===== src/rtl/reg8_rr_arbiter_pkg.sv =====
// Shared definitions for the register-sharing round-robin arbiter.
//   arb_state_t : arbiter FSM states (ARB = free arbitration, LOCKED = owner held)
//   NREQ_MAX    : largest supported requester count
//   IDXW        : index width for the generic helpers (covers NREQ_MAX)
//   onehot()    : index -> one-hot vector, NREQ_MAX bits wide; callers truncate
package reg8_arb_pkg;

  typedef enum logic {
    ARB    = 1'b0,
    LOCKED = 1'b1
  } arb_state_t;

  localparam int unsigned NREQ_MAX = 8;
  localparam int unsigned IDXW     = $clog2(NREQ_MAX);

  function automatic logic [NREQ_MAX-1:0] onehot(input logic [IDXW-1:0] idx);
    logic [NREQ_MAX-1:0] v;
    v = '0;
    v[idx] = 1'b1;
    return v;
  endfunction

endpackage


===== src/rtl/reg8_rr_arbiter_if.sv =====
// Requester-side bus of the shared register arbiter.
//   req      : per-requester write request
//   lock     : per-requester request to keep ownership
//   wdata    : packed write data, requester i at [i*WIDTH +: WIDTH]
//   gnt      : registered one-hot grant of the write just performed
//   owner    : index of last granted requester
//   wr_valid : registered, high one cycle per write
//   q        : shared register contents
// master = requester logic, slave = arbiter.
interface reg8_rr_arbiter_if #(
  parameter int unsigned NREQ  = 4,
  parameter int unsigned WIDTH = 8
);
  localparam int unsigned IW = $clog2(NREQ);

  logic [NREQ-1:0]       req;
  logic [NREQ-1:0]       lock;
  logic [NREQ*WIDTH-1:0] wdata;
  logic [NREQ-1:0]       gnt;
  logic [IW-1:0]         owner;
  logic                  wr_valid;
  logic [WIDTH-1:0]      q;

  modport master (output req, lock, wdata, input gnt, owner, wr_valid, q);
  modport slave  (input req, lock, wdata, output gnt, owner, wr_valid, q);
endinterface


===== src/rtl/reg8_rr_arbiter_rr_pick.sv =====
// Combinational round-robin picker.
//   req_i    : request vector
//   ptr_i    : index of the previous winner; scan starts at ptr_i+1
//   excl_i   : requesters removed from this pick
//   found_o  : some non-excluded request present
//   winner_o : first set request scanning ptr_i+1, ptr_i+2, ... modulo NREQ
module rr_pick #(
  parameter int unsigned NREQ = 4
) (
  input  logic [NREQ-1:0]         req_i,
  input  logic [$clog2(NREQ)-1:0] ptr_i,
  input  logic [NREQ-1:0]         excl_i,
  output logic                    found_o,
  output logic [$clog2(NREQ)-1:0] winner_o
);
  localparam int unsigned IW = $clog2(NREQ);

  logic [NREQ-1:0] m;
  int unsigned     idx;

  always_comb begin
    found_o  = 1'b0;
    winner_o = '0;
    idx      = 0;
    m        = req_i & ~excl_i;
    // Modulo keeps indices below NREQ, so non-power-of-2 counts never alias.
    for (int unsigned k = 1; k <= NREQ; k++) begin
      idx = (32'(ptr_i) + k) % NREQ;
      if (!found_o && m[idx]) begin
        found_o  = 1'b1;
        winner_o = IW'(idx);
      end
    end
  end
endmodule


===== src/rtl/reg8_rr_arbiter.sv =====
// Shared WIDTH-bit synchronous register with round-robin write arbitration
// and bounded bus lock.
//   clk   : rising-edge clock
//   reset : synchronous, active-low
//   bus   : slave side of reg8_rr_arbiter_if (req/lock/wdata in,
//           gnt/owner/wr_valid/q out)
module reg8_rr_arbiter
  import reg8_arb_pkg::*;
#(
  parameter int unsigned NREQ     = 4,
  parameter int unsigned WIDTH    = 8,
  parameter int unsigned LOCK_MAX = 4
) (
  input logic              clk,
  input logic              reset,
  reg8_rr_arbiter_if.slave bus
);
  localparam int unsigned IW = $clog2(NREQ);
  localparam int unsigned CW = $clog2(LOCK_MAX + 1);

  arb_state_t       state_q, state_d;
  logic [IW-1:0]    ptr_q, ptr_d, owner_q, owner_d;
  logic [CW-1:0]    cnt_q, cnt_d;
  logic [WIDTH-1:0] q_q, q_d;
  logic [NREQ-1:0]  gnt_q, gnt_d;
  logic             wr_q, wr_d;

  logic [NREQ-1:0]  owner_oh, excl;
  logic             cnt_max, hold, found, wr_en;
  logic [IW-1:0]    pick, win;

  assign owner_oh = NREQ'(onehot(IDXW'(owner_q)));
  assign cnt_max  = (cnt_q >= CW'(LOCK_MAX));
  assign hold     = (state_q == LOCKED) && bus.req[owner_q] && !cnt_max;
  // Forced release skips the owner only when someone else is waiting.
  assign excl     = ((state_q == LOCKED) && cnt_max && |(bus.req & ~owner_oh))
                    ? owner_oh : '0;

  // ptr_q always equals the last winner, so it also serves as ptr=owner
  // when a lock ends.
  rr_pick #(.NREQ(NREQ)) u_pick (
    .req_i    (bus.req),
    .ptr_i    (ptr_q),
    .excl_i   (excl),
    .found_o  (found),
    .winner_o (pick)
  );

  // State register
  always_ff @(posedge clk) begin
    if (!reset) begin
      state_q <= ARB;
      cnt_q   <= '0;
      ptr_q   <= IW'(NREQ - 1);
      owner_q <= '0;
      q_q     <= '0;
      gnt_q   <= '0;
      wr_q    <= 1'b0;
    end else begin
      state_q <= state_d;
      cnt_q   <= cnt_d;
      ptr_q   <= ptr_d;
      owner_q <= owner_d;
      q_q     <= q_d;
      gnt_q   <= gnt_d;
      wr_q    <= wr_d;
    end
  end

  // Next-state logic
  always_comb begin
    state_d = ARB;
    cnt_d   = '0;
    wr_en   = 1'b0;
    win     = owner_q;
    if (hold) begin
      wr_en   = 1'b1;
      win     = owner_q;
      if (bus.lock[owner_q]) begin
        state_d = LOCKED;
        cnt_d   = cnt_q + CW'(1);
      end
    end else if (found) begin
      wr_en = 1'b1;
      win   = pick;
      if (bus.lock[pick]) begin
        state_d = LOCKED;
        cnt_d   = CW'(1);
      end
    end
  end

  // Output / datapath logic
  always_comb begin
    q_d     = q_q;
    gnt_d   = '0;
    wr_d    = 1'b0;
    owner_d = owner_q;
    ptr_d   = ptr_q;
    if (wr_en) begin
      q_d     = bus.wdata[int'(win)*WIDTH +: WIDTH];
      gnt_d   = NREQ'(onehot(IDXW'(win)));
      wr_d    = 1'b1;
      owner_d = win;
      ptr_d   = win;
    end
  end

  assign bus.q        = q_q;
  assign bus.gnt      = gnt_q;
  assign bus.wr_valid = wr_q;
  assign bus.owner    = owner_q;

endmodule


===== src/flat_wrapper.sv =====
// flat-port wrapper written by rule: the top's interface ports become plain ports
module reg8_rr_arbiter_flat import reg8_arb_pkg::*;
#(
  parameter int unsigned NREQ     = 4,
  parameter int unsigned WIDTH    = 8,
  parameter int unsigned LOCK_MAX = 4
)
  (clk, reset, bus_req, bus_lock, bus_wdata, bus_gnt, bus_owner, bus_wr_valid, bus_q);
  reg8_rr_arbiter_if #(.NREQ(NREQ), .WIDTH(WIDTH)) bus_i ();
  input logic clk;
  input logic reset;
  input wire logic [$bits(bus_i.req)-1:0] bus_req;
  input wire logic [$bits(bus_i.lock)-1:0] bus_lock;
  input wire logic [$bits(bus_i.wdata)-1:0] bus_wdata;
  output wire logic [$bits(bus_i.gnt)-1:0] bus_gnt;
  output wire logic [$bits(bus_i.owner)-1:0] bus_owner;
  output wire logic [$bits(bus_i.wr_valid)-1:0] bus_wr_valid;
  output wire logic [$bits(bus_i.q)-1:0] bus_q;
  assign bus_i.req = bus_req;
  assign bus_i.lock = bus_lock;
  assign bus_i.wdata = bus_wdata;
  assign bus_gnt = bus_i.gnt;
  assign bus_owner = bus_i.owner;
  assign bus_wr_valid = bus_i.wr_valid;
  assign bus_q = bus_i.q;
  reg8_rr_arbiter #(.NREQ(NREQ), .WIDTH(WIDTH), .LOCK_MAX(LOCK_MAX)) u_core (.clk(clk), .reset(reset), .bus(bus_i));
endmodule

===== config.mk =====
export PLATFORM = sky130hd
export DESIGN_NAME = reg8_rr_arbiter_flat
export DESIGN_NICKNAME = d
export VERILOG_FILES = /design/src/rtl/reg8_rr_arbiter_pkg.sv /design/src/rtl/reg8_rr_arbiter_if.sv /design/src/rtl/reg8_rr_arbiter_rr_pick.sv /design/src/rtl/reg8_rr_arbiter.sv /design/src/flat_wrapper.sv
export SDC_FILE = /design/constraint.sdc
export NUM_CORES = 1
export LEC_CHECK = 0
export CAP_MARGIN = 20
export CELL_PAD_IN_SITES_DETAIL_PLACEMENT = 0
export CELL_PAD_IN_SITES_GLOBAL_PLACEMENT = 1
export CORE_MARGIN = 2
export CORE_UTILIZATION = 31
export DETAILED_ROUTE_END_ITERATION = 7
export GPL_TIMING_DRIVEN = 0
export PLACE_DENSITY = 0.89
export SYNTH_ARGS = -nofsm -noshare
export SYNTH_HDL_FRONTEND = slang
export SYNTH_HIERARCHICAL = 1
export SYNTH_SLANG_ARGS = --single-unit

===== constraint.sdc =====
create_clock -name clk -period 3.6 [get_ports clk]
set_clock_uncertainty 0.2 [all_clocks]
set_input_delay 0.72 -clock clk [delete_from_list [all_inputs] [get_ports clk]]
set_output_delay 0.72 -clock clk [all_outputs]
set_load 0.005 [all_outputs]

==> impl_metrics.csv <==
group,metric,value,unit
synth,syn_area,1310,µm²
routing,drtIter0Drc,54,
global_route,antenna_found_initial,0,
synth,synth_fp_nets,177,
global_route,grt_overflow,0,
placement,port_buffers,56,
final_layout,final_common_cell,"clkdlybuf4s50_1",
global_route,grt_usage,15.0,%
power,power.density,395,nW/µm²
clocking,cts_buffers,3,
routing,drc,0,
die,io_pins,57,
clocking,htreeDepth,1,
timing,finalSetupViolations,0,
setup_path,r2r-end,"u_core/bus.q[5]$_SDFFE_PN0P_",
die,coreArea,4030,µm²
final_layout,layout-drive-gt1-share,21.0,%
synth,synth-edff-count,0,
die,initial_core_util,32.6,%
timing,fin_tns_setup,0,ps
global_route,grt_pass1_wl,5940,µm
power,total_power,0.842,mW
timing,fin_crit_sh,98.8,%
clocking,ctsLongestPathBuffers,2,
final_layout,nets,249,
placement,hpwl,2710,µm
run,maxCapViolCount,0,
clocking,cts-root-buf,"clkbuf_8",
setup_path,crit_path_max_fanout,8,
timing,maxSlewViolCount,0,
setup_path,cp-start-kind,"input pin",
final_layout,final_util,53.0,%
power,ir_drop,232,µV
synth,syn_inst,134,
routing,vias,1292,
setup_path,critPathCaptureType,"register",
global_route,grt_max_degree,12,
timing,fmax,281,MHz
final_layout,n_antenna_cell,0,
timing,fin_crit,3560,ps
placement,placedCellCount,240,
synth,synth.avg_cell_area,9.79,µm²
setup_path,r2r-start,"u_core/bus.owner[1]$_SDFFE_PN0P_",
clocking,clk_pin_slew,70,ps
routing,drt-wirelength-per-cell,14.8,µm
synth,synth-main-ff-cell,"dfxtp_1",
outcome,status,"complete, no violations",
routing,wl,3780,µm
global_route,grt_pass1_vias,1283,
worst_hold_path,hold_start,"u_core/bus.q[7]$_SDFFE_PN0P_",
timing,worstMarginPinSlew,597,ps
power,power.leakage,0.814,nW
die,dieArea,4770,µm²
synth,ys_warn_count,6,
die,row_count,23,
synth,async_flop_share,0,%
setup_path,worstPathRequired,3520,ps
timing,whs,268,ps
worst_hold_path,holdPathStages,2,
final_layout,regArea,420,µm²
worst_hold_path,hold_class,"register to register",
clocking,clock-sinks,21,
timing,hold_violations,0,
clocking,cts_tree,"yes",
placement,gp_congestion,0.805,
setup_path,cp.arrival,3480,ps
timing,slew_headroom,60.0,%
routing,drtAntennaViolNets,0,
die,die_height,69.1,µm
final_layout,nFillCells,398,
final_layout,fin_cells,255,
synth,synth.distinct_cells,43,
routing,first_pass_iters,4,
final_layout,multi_input_area,897,µm²
clocking,worst_skew_pair.late_latency,250,ps
worst_hold_path,min_to,"u_core/bus.q[7]$_SDFFE_PN0P_",
setup_path,crit_type,"input pin to register",
setup_path,reg2reg_slack,190,ps
synth,yosysSeqAreaShare,32.0,%
synth,ys_ff_latch,21,
setup_path,reg2regPathDepth,16,
die,die_w,69.1,µm
final_layout,area_delta_synth_final,62.6,%
routing,via_per_inst,5.07,
final_layout,mostFrequentLayoutCells,"clkdlybuf4s50_1, dfxtp_1, mux2i_1",
[layer usage]
layer | vias up | part of all wire [%] | global-route usage (%)
met2 | 29 | 51 | 25.3
met3 | 4 | 4.4 | 3.95
met4 | 0 | 0.98 | 3.70
met5 | - | 0 | 0
met1 | 611 | 44 | 19.0
li1 | 648 | - | -
[state kept, by name, summed over array words and instances, names as in the netlist]
signal	cells
u_core/bus.q	8
u_core/bus.gnt	4
u_core/cnt_q	3
u_core/bus.owner	2
u_core/ptr_q	2
u_core/bus.wr_valid	1
u_core/state_q	1
[how the worst max path moves through the flow]
stage | startpoint | end | slack, ps | cells after the start
final | bus_req[0] | u_core/bus.q[5]$_SDFFE_PN0P_ | 40 | 13
after global routing | bus_req[0] | u_core/bus.q[5]$_SDFFE_PN0P_ | -100 | 13
after CTS | bus_req[3] | u_core/bus.q[7]$_SDFFE_PN0P_ | 10 | 15
after detailed placement | bus_req[3] | u_core/bus.q[7]$_SDFFE_PN0P_ | -660 | 15
after global placement | bus_req[3] | u_core/bus.q[3]$_SDFFE_PN0P_ | -640 | 15
after floorplan | bus_req[1] | u_core/bus.q[7]$_SDFFE_PN0P_ | 380 | 14
[power by group]
| part | switching [mW] | internal [mW] |
|---|---|---|
| Sequential | 0.0244 | 0.272 |
| Clock | 0.0727 | 0.0787 |
| Combinational | 0.165 | 0.229 |
[critical path: stages]
cell             delay [ps]
clkdlybuf4s50_1         520
o211ai_1                190
nor3_1                  300
nand2b_1                250
nand2b_4                 80
nand3b_1                160
buf_4                   180
mux2i_2                 160
a2bb2oi_1               200
and2_4                  210
buf_4                   170
mux2i_1                 200
o221ai_1                130
[kinds of logic after synthesis]
logic type | count (synthesis) | synth area share (%)
and+or+nand+nor | 51 | 21.5
AOI/OAI and AO/OA | 26 | 19.8
muxes | 24 | 20.5
DFF | 21 | 32.0
buffers and inverters | 10 | 4.48
xor gates and xnor gates | 1 | 0.667
adders and majority gates | 1 | 0.953
[cells in the mapped netlist, drive strengths merged (2+ instances only)]
| library cell | count | area, µm² |
|---|---|---|
| nor2 | 9 | 33.8 |
| inv | 4 | 15.0 |
| o22ai | 2 | 26.3 |
| and2 | 3 | 18.8 |
| nor4 | 2 | 12.5 |
| o221ai | 8 | 76.3 |
| a2bb2oi | 2 | 35.0 |
| nor2b | 3 | 18.8 |
| and3 | 3 | 20.0 |
| mux2i | 22 | 220 |
| o21a | 2 | 15.0 |
| or3b | 2 | 20.0 |
| nand2b | 5 | 33.8 |
| nor3b | 2 | 20.0 |
| buf | 6 | 43.8 |
| nand2 | 15 | 58.8 |
| o211ai | 3 | 22.5 |
| nand3b | 3 | 22.5 |
| mux4 | 2 | 48.8 |
| dfxtp | 21 | 420 |
| o21ai | 2 | 10.0 |
| nor3 | 3 | 15.0 |
[stage by stage]
stage / instance area, µm² / worst slack [ps]
2_1_floorplan: 1310 / 383
3_3_place_gp: 1940 / -641
3_5_place_dp: 1940 / -662
4_1_cts: 2030 / 13.3
5_1_grt: 2130 / -95.4
6_report: 2130 / 41.4
[repair_timing]
action | in CTS | in global routing
buffers inserted | 4 | 5
endpoints found under the setup margin | 16 | 16
hold buffers | 0 | 0
cloned | 1 | 1
gates resized for setup | 10 | 16
pin swaps | 2 | 4
[area by class of cell]
cell class / count / share of cell area [%]
buffer: 6 / 2.70
clock buffer: 4 / 2.11
timing repair buffer: 66 / 29.8
multi-input combinational: 104 / 42.0
inverter: 4 / 0.703
sequential: 21 / 19.7
tap: 50 / 2.93
No activity file was read; power rests on OpenSTA's default activity.
==> RTL edit, RTL diff (same settings) <==
`NREQ` is set to 4 in 4 places; all go to 2.
--- a/src/rtl/reg8_rr_arbiter_if.sv
+++ b/src/rtl/reg8_rr_arbiter_if.sv
@@ -8,7 +8,7 @@
 //   q        : shared register contents
 // master = requester logic, slave = arbiter.
 interface reg8_rr_arbiter_if #(
-  parameter int unsigned NREQ  = 4,
+  parameter int unsigned NREQ  = 2,
   parameter int unsigned WIDTH = 8
 );
   localparam int unsigned IW = $clog2(NREQ);
--- a/src/rtl/reg8_rr_arbiter_rr_pick.sv
+++ b/src/rtl/reg8_rr_arbiter_rr_pick.sv
@@ -5,7 +5,7 @@
 //   found_o  : some non-excluded request present
 //   winner_o : first set request scanning ptr_i+1, ptr_i+2, ... modulo NREQ
 module rr_pick #(
-  parameter int unsigned NREQ = 4
+  parameter int unsigned NREQ = 2
 ) (
   input  logic [NREQ-1:0]         req_i,
   input  logic [$clog2(NREQ)-1:0] ptr_i,
--- a/src/rtl/reg8_rr_arbiter.sv
+++ b/src/rtl/reg8_rr_arbiter.sv
@@ -7,7 +7,7 @@
 module reg8_rr_arbiter
   import reg8_arb_pkg::*;
 #(
-  parameter int unsigned NREQ     = 4,
+  parameter int unsigned NREQ     = 2,
   parameter int unsigned WIDTH    = 8,
   parameter int unsigned LOCK_MAX = 4
 ) (
--- a/src/flat_wrapper.sv
+++ b/src/flat_wrapper.sv
@@ -1,7 +1,7 @@
 // flat-port wrapper written by rule: the top's interface ports become plain ports
 module reg8_rr_arbiter_flat import reg8_arb_pkg::*;
 #(
-  parameter int unsigned NREQ     = 4,
+  parameter int unsigned NREQ     = 2,
   parameter int unsigned WIDTH    = 8,
   parameter int unsigned LOCK_MAX = 4
 )
Interface: changed (5 resized); port bits go from 57 to 34. No check against the original RTL was run, so the function may have changed too.
==> RTL edit against the original RTL <==
Highest routed layer unchanged. Critical path depth down 5. Global-route usage down 2.4 points. Combinational power down 72%. Total power down 50%. Wire length down 57%. Sequential power down 27%. Worst setup slack better by 0.72 ns. Design area down 45%. Synthesized cell count down 46%. Largest cell class unchanged. Synthesized area down 40%. Non-clock buffer count down 38. Sequential cell count down 4. Clock power down 36%. Die area down 38%.
==> RTL edit: results (changes against the original RTL) <==
| Metric | Value |
|---|---|
| Later-pin clock latency in the skew report | `0.28 ns (was 0.25 ns)` |
| Worst vdd ir | `0.1909 mV (was 0.2323 mV)` |
| Dpl hpwl | `1.239 mm (was 2.711 mm)` |
| # nets final | `134 (was 249)` |
| Post-CTS setup buffers | `0 (was 4)` |
| Port Buffers | `33 (was 56)` |
| Dpl cells | `136 (was 240)` |
| Post-Layout Cell Count | `140 (was 255)` |
| Layout cells sized above 1 | `17.27% (was 20.98%)` |
| Status | `completed (unchanged)` |
| Sequential Power Share | `51.1% (was 35.2%)` |
| Initial DRC count | `13 (was 54)` |
| Fin Hold WS | `0.2705 ns (was 0.2681 ns)` |
| Power of the combinational group | `111 uW (was 394 uW)` |
| Clk root buf | `clkbuf_4 (was clkbuf_8)` |
| Cell count after synthesis | `73 (was 134)` |
| R2R setup slack | `1.22 ns (was 0.19 ns)` |
| Period utilisation layout | `78.89% (was 98.85%)` |
| Synth top area cells | `dfxtp_1 43%, a221o_2 7.2%, and2_1 6.4% (was dfxtp_1 32%, mux2i_1 17%, o221ai_1 4.7%)` |
| Via count | `691 (was 1,292)` |
| Vias in the first global route | `600 (was 1,283)` |
| Sw frac | `24.38% (was 31.10%)` |
| GP Congestion | `0.7359 (was 0.8050)` |
| Final WL | `1.608 mm (was 3.778 mm)` |
| GRT Total Usage | `12.56% (was 15.01%)` |
| Largest fanout on the critical path | `10 (was 8)` |
RTL edit: worst reg2reg max path: stages (launching register included):
cell and delay (ns):
dfxtp_1 0.51, inv_1 0.09, and4_2 0.19, o21ai_1 0.39
inv_1 0.11, a211o_1 0.32, a21oi_4 0.30, a221o_2 0.21
RTL edit: area by class of cell:
class                           instances  area, um^2
Sequential cell                        17       340.3
Buffer                                  1       11.26
Clock buffer                            4       26.28
Fill cell                             245        1254
Inverter                                7       26.28
Timing Repair Buffer                   33       330.3
Multi-Input combinational cell         48       406.6
Tap cell                               30       37.54
RTL edit: layer usage:
layer / up-vias / track usage [%] / routed length (um) / part of all wire (%)
met5: - / 0 / 0 / 0
met4: 0 / 7.500 / 19 / 1.2
met3: 2 / 2.732 / 84 / 5.2
met2: 25 / 20.08 / 792 / 49
met1: 318 / 15.36 / 711 / 44
li1: 346 / - / - / -
RTL edit: worst paths after layout:
| kind | from | end | depth (start not counted) |
|---|---|---|---|
| worst max register to register | u_core/bus.owner | u_core/bus.q[1] | 7 |
| worst min register to register | u_core/ptr_q | u_core/ptr_q | 2 |
| worst max-delay path | bus_req[0] | u_core/bus.q[1] | 8 |
| worst min-delay path | u_core/ptr_q | u_core/ptr_q | 2 |
RTL edit: cell families (layout without fill, tap and decap cells):
| group | count (synthesis) | count (layout) | share of synthesized area [%] |
|---|---|---|---|
| adder cells (fa/ha/maj) | 1 | 1 | 1.595 |
| AND/OR/NAND/NOR | 20 | 20 | 16.11 |
| flip-flops | 17 | 17 | 43.38 |
| AO/OA/AOI/OAI | 23 | 23 | 28.39 |
| XOR/XNOR | 1 | 1 | 1.117 |
| multiplexers | 3 | 3 | 4.625 |
| buffers and inverters | 8 | 45 | 4.785 |
